File: config.mk
export PLATFORM = sky130hd
export DESIGN_NAME = data_cache_bank_array
export DESIGN_NICKNAME = d
export VERILOG_FILES = /design/src/rtl/data_cache_bank_array.sv
export SDC_FILE = /design/constraint.sdc
export NUM_CORES = 1
export LEC_CHECK = 0
export BUFFER_PORTS_ARGS = -buffer_cell sky130_fd_sc_hd__buf_2
export CORE_MARGIN = 4
export CORE_UTILIZATION = 30
export DETAILED_ROUTE_END_ITERATION = 8
export HOLD_SLACK_MARGIN = 0.15
export SYNTH_ARGS = -nofsm -noshare
export SYNTH_HDL_FRONTEND = slang
export SYNTH_SLANG_ARGS = --single-unit
File: constraint.sdc
create_clock -name clk -period 9.1 [get_ports clk]
set_input_delay 0.455 -clock clk [delete_from_list [all_inputs] [get_ports clk]]
set_output_delay 0.455 -clock clk [all_outputs]
set_load 0.01 [all_outputs]
File: src/rtl/data_cache_bank_array.sv
// Data cache bank: DEPTH x DATA_W data array with a per-entry valid vector.
// Single-port access (read or byte-masked write) with a one-cycle registered response,
// and a flush sweep that clears the valid bits one entry per cycle.
//
// Ports:
//   clk       - clock, rising-edge
//   rst_n     - asynchronous active-low reset
//   en_i      - access request
//   we_i      - 1 = write, 0 = read (qualified by en_i)
//   addr_i    - entry index
//   wstrb_i   - byte write enables
//   wdata_i   - write data
//   flush_i   - start a flush sweep (takes priority over a same-cycle access)
//   rdata_o   - registered access result
//   rvalid_o  - rdata_o/hit_o were updated by the previous cycle's access
//   hit_o     - valid bit of the accessed entry before any update
//   busy_o    - flush sweep in progress; accesses are dropped
module data_cache_bank_array #(
  parameter int unsigned DATA_W = 64,
  parameter int unsigned DEPTH  = 16,
  localparam int unsigned ADDR_W = $clog2(DEPTH)
) (
  input  logic                clk,
  input  logic                rst_n,
  input  logic                en_i,
  input  logic                we_i,
  input  logic [ADDR_W-1:0]   addr_i,
  input  logic [DATA_W/8-1:0] wstrb_i,
  input  logic [DATA_W-1:0]   wdata_i,
  input  logic                flush_i,
  output logic [DATA_W-1:0]   rdata_o,
  output logic                rvalid_o,
  output logic                hit_o,
  output logic                busy_o
);

  localparam logic [0:0] StIdle  = 1'b0;
  localparam logic [0:0] StFlush = 1'b1;

  localparam logic [ADDR_W-1:0] LastIdx = ADDR_W'(DEPTH - 1);

  logic [0:0]        state_q, state_d;
  logic [ADDR_W-1:0] idx_q, idx_d;
  logic [DEPTH-1:0]  valid_q, valid_d;
  logic [DATA_W-1:0] rdata_q, rdata_d;
  logic              rvalid_q, rvalid_d;
  logic              hit_q, hit_d;

  logic [DATA_W-1:0] mem_q [DEPTH];

  logic              accept;
  logic [DATA_W-1:0] cur_entry;
  logic [DATA_W-1:0] merged;

  // Flush in IDLE wins over a same-cycle access; nothing is accepted while sweeping.
  assign accept    = (state_q == StIdle) && en_i && !flush_i;
  assign cur_entry = mem_q[addr_i];

  always_comb begin
    merged = cur_entry;
    for (int unsigned b = 0; b < DATA_W / 8; b++) begin
      if (wstrb_i[b]) begin
        merged[8*b +: 8] = wdata_i[8*b +: 8];
      end
    end
  end

  always_comb begin
    state_d  = state_q;
    idx_d    = idx_q;
    valid_d  = valid_q;
    rdata_d  = rdata_q;
    hit_d    = hit_q;
    rvalid_d = accept;

    case (state_q)
      StIdle: begin
        if (flush_i) begin
          state_d = StFlush;
          idx_d   = '0;
        end
      end
      StFlush: begin
        valid_d[idx_q] = 1'b0;
        idx_d          = idx_q + 1'b1;
        if (idx_q == LastIdx) begin
          state_d = StIdle;
        end
      end
      default: state_d = StIdle;
    endcase

    if (accept) begin
      // hit reflects the valid bit before this access updates it.
      hit_d = valid_q[addr_i];
      if (we_i) begin
        valid_d[addr_i] = 1'b1;
        rdata_d         = merged;
      end else begin
        rdata_d         = cur_entry;
      end
    end
  end

  always_ff @(posedge clk or negedge rst_n) begin
    if (!rst_n) begin
      state_q  <= StIdle;
      idx_q    <= '0;
      valid_q  <= '0;
      rdata_q  <= '0;
      rvalid_q <= 1'b0;
      hit_q    <= 1'b0;
    end else begin
      state_q  <= state_d;
      idx_q    <= idx_d;
      valid_q  <= valid_d;
      rdata_q  <= rdata_d;
      rvalid_q <= rvalid_d;
      hit_q    <= hit_d;
    end
  end

  // Data array is not reset; only accepted writes touch it.
  always_ff @(posedge clk) begin
    if (accept && we_i) begin
      mem_q[addr_i] <= merged;
    end
  end

  assign rdata_o  = rdata_q;
  assign rvalid_o = rvalid_q;
  assign hit_o    = hit_q;
  assign busy_o   = (state_q == StFlush);

endmodule
Word level (Yosys, flattened, before mapping)

Memory sizes are Yosys's and may differ from the RTL's.
Cells that the tools add are included.

Multiply operators: 0
Magnitude comparators: 4
Shifts and indexed selects: 0
$add $sub $neg: 1
Reductions and logical operators: 6
Bitwise gates (word level): 4
Eq/ne operators: 2
Div/mod/pow operators: 0
Mux-type cells: 25

Operator list:

| cell                  | number |
|---|---|
| $mux W64              | 1 |
| $mux W8               | 8 |
| $mux W16              | 3 |
| $and A16 B16 Y16      | 1 |
| $not A16 Y16          | 1 |
| $or A16 B16 Y16       | 1 |
| $lt A4 B5 Y1 const B  | 2 |
| $demux W1 S4          | 2 |
| $ge A4 B1 Y1 const B  | 2 |
| $pmux W4 S2           | 1 |
| $mux W1               | 7 |
| $logic_and A1 B1 Y1   | 5 |
| $add A4 B1 Y4 const B | 1 |
| $bmux W1 S4           | 1 |
| $eq A4 B4 Y1 const B  | 1 |
| $mux W4               | 1 |
| $ne A2 B2 Y1 const B  | 1 |
| $pmux W1 S2           | 1 |
| $logic_not A1 Y1      | 1 |
| $not A1 Y1            | 1 |

Input port bits: 81
Bits in read-only memories: 0
Memories kept: 1
Word-level logic and storage cells: 49
Latch bits: 0
RAM bits: 1024
Output and inout port bits: 67
Bits in registers: 87

Memory list:

| memory | depth | width | rd ports | clocked after Yosys merged registers in | write ports | line | RTL |
|---|---|---|---|---|---|---|---|
| mem_q  | 16    | 64    | 1        | 0                                       | 1           | 49   | `logic [DATA_W-1:0] mem_q [DEPTH];` |

Depth between registers and ports, before layout

Depth after elaboration: 10
Depth in mapped cells: 7
Gate-level depth less buffers: 6

Least setup slack after synthesis

No wires, ideal clock.

Path type: input port to flip-flop
Start point: input addr_i[0]
End point: memory mem_q[0][0], enable pin
Cell stages on the path: 6
Path slack: 4.488 ns
Arrival: 4.126 ns
Library setup time: 0.486 ns
Required time: 8.614 ns
Buffers on the path: 4
Cell sequence: buf_2 -> buf_6 -> buf_2 -> or3_1 -> clkbuf_1 -> nor2_1

RTL lines:

| what        | line | RTL |
|---|---|---|
| from (decl) | 27   | `input logic [ADDR_W-1:0] addr_i,` |
| to (decl)   | 49   |  |

No word-level cell before the write port.

Worst setup path in the final report

Start point: register state_q, in the netlist busy_o
End point: memory mem_q[10][10], enable pin

Cells in the longest elaborated chain, start to end: 6

RTL lines:

| what                              | line | RTL |
|---|---|---|
| from (decl)                       | 42   | `logic [0:0] state_q, state_d;` |
| from (signal assigned)            | 107  | `state_q <= StIdle;` |
| from (signal assigned)            | 114  | `state_q <= state_d;` |
| $not A1 Y1                        | --   |  |
| $logic_and A1 B1 Y1 (2 in series) | 56   | `assign accept = (state_q == StIdle) && en_i && !flush_i;` |
| $logic_and A1 B1 Y1               | 125  | `if (accept && we_i) begin` |
| $mux W1                           | 125  |  |
| $mux W1 (implied by the code)     | 126  | `mem_q[addr_i] <= merged;` |

No other way between the ends.

==> flow_metrics.env <==
export IMPL_finalSetupTns_ns=0
export IMPL_gp_congestion=0.728
export IMPL_core_region_area_um2=142000
export IMPL_io_pins=148
export IMPL_worstMarginPinSlew_ns=1.33
export IMPL_crit_required_ns=9.40
export IMPL_synth_async_reset_ratio_pct=7.83
export IMPL_netlist_top_cells_area="edfxtp_1 (71%), mux4_2 (14%), dfrtp_1 (5.1%)"
export IMPL_viasPerCell=5.07
export IMPL_grt_max_degree=144
export IMPL_cts_buffers=111
export IMPL_final_util_pct=35.5
export IMPL_whs_ns=0.258
export IMPL_reg2reg_slack_ns=4.56
export IMPL_antenna_found_initial=2
export IMPL_dieWidth_um=387
export IMPL_grt_usage_pct=14.6
export IMPL_yosys_top_cells_count="edfxtp_1 (1024), mux4_2 (261), nand2_1 (160)"
export IMPL_place_inst=4098
export IMPL_ant_nets=0
export IMPL_grt_pass1_wl_um=163000
export IMPL_synth_cell_type_count=29
export IMPL_powerDensity_nw_per_um2=227
export IMPL_clockBufferDepth=3
export IMPL_ys_ff_latch=1111
export IMPL_fmax_mhz=220
export IMPL_clock_root_buffer="clkbuf_16"
export IMPL_drt_iter0_drc=2208
export IMPL_cts_htree_levels=3
export IMPL_routed_wl_um=111000
export IMPL_critPathArrivalTime_ns=4.84
export IMPL_multi_input_area_um2=9630
export IMPL_yosysSeqAreaShare_pct=76.4
export IMPL_finalInstanceArea_um2=50400
export IMPL_min_path_type="in -> reg"
export IMPL_port_buffers=147
export IMPL_vias=22200
export IMPL_dieArea_um2=150000
export IMPL_fin_nets=2474
export IMPL_crit_end="mem_q[10][10]"
export IMPL_rows=138
export IMPL_synth_most_common_cell="edfxtp_1"
export IMPL_rsz0062_at_grt="false"
export IMPL_synth_area_um2=43100
export IMPL_clk_pin_slew_ns=0.06
export IMPL_fin_skew_ns=0.0226
export IMPL_slew_headroom_pct=11.2
export IMPL_synth_warnings=0
export IMPL_cap_violations=0
export IMPL_first_pass_iters=6
export IMPL_crit_path_end_kind="flop"
export IMPL_drc=0
export IMPL_whs_path_depth=3
export IMPL_fillers=13100
export IMPL_final_cells=4374
export IMPL_synth_edf_count=1024
export IMPL_seq_area_um2=32900
export IMPL_gr_total_overflow=0
export IMPL_syn_nets=2218
export IMPL_cts_setup_buffers=0
export IMPL_netlist_area_leader_share_pct=71.3
export IMPL_post_dp_cell_area_um2=46200
export IMPL_hpwl_um=60700
export IMPL_yosys_area_top_type="edfxtp_1"
export IMPL_r2r_cells=6
export IMPL_finalHoldViolCount=0
export IMPL_synth_cells=2132
export IMPL_drive_gt1_share_pct=26.3
export IMPL_reg2reg_to="mem_q[10][10]"
export IMPL_finalMaxSlewViolations=0
export IMPL_leakage_uw=0.0164
export IMPL_crit_path_start_kind="flop"
export IMPL_insertion_delay_ns=0.69
export IMPL_timing_rr_start="busy_o"
export IMPL_chipHeight_um=387
export IMPL_cts_tree="yes"
export IMPL_wl_per_cell_um=25.3
export IMPL_fin_crit_ns=4.54
export IMPL_setup_violations=0
export IMPL_status="finished, final reports clean"
export IMPL_clkSinkCount=1111
export IMPL_avgSynthCellArea_um2=20.2
export IMPL_grt_pass1_vias=23300
export IMPL_peakVddDrop_v=0.000146
export IMPL_yosys_most_used_dff="edfxtp_1"
export IMPL_period_share_pct=49.9
export IMPL_crit_start="busy_o"
export IMPL_critical_path_class="reg -> reg"
export IMPL_worstPathMaxFanout=45
export IMPL_syn_to_final_growth_pct=17.0
export IMPL_start_util_pct=30.3
critical path: stages, from the launching register on:
cell      delay, ns
dfrtp_1        0.52
nor2_1         0.50
nand2_4        0.10
inv_4          0.48
nand4b_1       0.66
nor2_4         0.93
buf_4          0.91
through the flow:
stage	worst slack, ns	total power, uW
6_report	4.56	11500
4_1_cts	4.49	11600
2_1_floorplan	4.49	6600
3_3_place_gp	4.50	7080
5_1_grt	4.32	11900
3_5_place_dp	4.49	7090
what timing repair did:
| item | CTS | global route |
|---|---|---|
| hold buffers | 67 | 0 |
| endpoints found under the hold margin | 104 | 0 |
| gates resized for setup | 0 | 0 |
| endpoints found under the setup margin | 0 | 0 |
routing by layer:
metal / global-route usage [%] / up-vias / routed length [um]
met2: 24.2 / 726 / 54600
met1: 19.9 / 11900 / 46900
met3: 2.54 / 144 / 6800
li1: - / 9388 / -
met4: 4.00 / 0 / 2460
met5: 0 / - / 0
placed cells by master (no fill, tap or decap), types with 2 or more instances in the layout:
cell / count
inv_1: 2
buf_4: 67
buf_8: 2
clkinv_4: 3
nor2b_4: 2
o21ai_0: 48
buf_12: 2
dfrtp_1: 87
clkinv_8: 2
clkinvlp_4: 5
edfxtp_1: 1024
nor2_1: 65
or2_2: 2
clkbuf_1: 30
ha_1: 5
clkinv_2: 14
buf_2: 143
inv_6: 5
nand4b_1: 2
nor2_4: 17
a22o_1: 130
clkinv_1: 24
mux4_2: 261
nand2b_1: 4
a21o_1: 4
nand4_1: 65
clkbuf_16: 111
o21ai_1: 43
dlygate4sd3_1: 67
o211ai_1: 64
bufinv_16: 10
clkbuf_8: 3
nand2_1: 159
logic make-up after synthesis:
group | count (synthesis) | synth area share (%)
buf+inv | 141 | 1.62
flops | 1111 | 76.4
simple gates | 323 | 3.29
compound gates | 290 | 4.89
mux | 261 | 13.6
fa+ha+maj | 5 | 0.145
xor+xnor | 1 | 0.0203
how the worst min path moves through the flow:
stage                       end   startpoint  slack (ns)
global route        rdata_o[57]   wstrb_i[7]        0.26
CTS                 rdata_o[57]   wstrb_i[7]        0.21
finish              rdata_o[57]   wstrb_i[7]        0.26
detailed placement  valid_q[15]  valid_q[15]        0.47
floorplan                busy_o        rst_n        0.16
global placement    valid_q[14]  valid_q[14]        0.46
power by group:
group          switching (uW)  total, uW  internal (uW)
clock                    1920       4480           2560
combinational             658       1050            397
sequential                116       5930           5810
total                    2690      11500           8770
registers in the layout (all words and copies together) (netlist names):
name,flops
busy_o,1
idx_q,4
mem_q,1024
valid_q,16
rdata_o,64
hit_o,1
rvalid_o,1
layout make-up:
| cell class | instances | share of cell area (%) |
|---|---|---|
| Antenna cell | 1 | 0.00496 |
| Clock buffer | 144 | 5.81 |
| Clock inverter | 64 | 1.23 |
| Inverter | 3 | 0.0273 |
| Multi-Input combinational cell | 880 | 19.1 |
| Sequential cell | 1111 | 65.3 |
| Tap cell | 1890 | 4.69 |
| Timing Repair Buffer | 281 | 3.88 |
(Power assumes the default switching activity.)
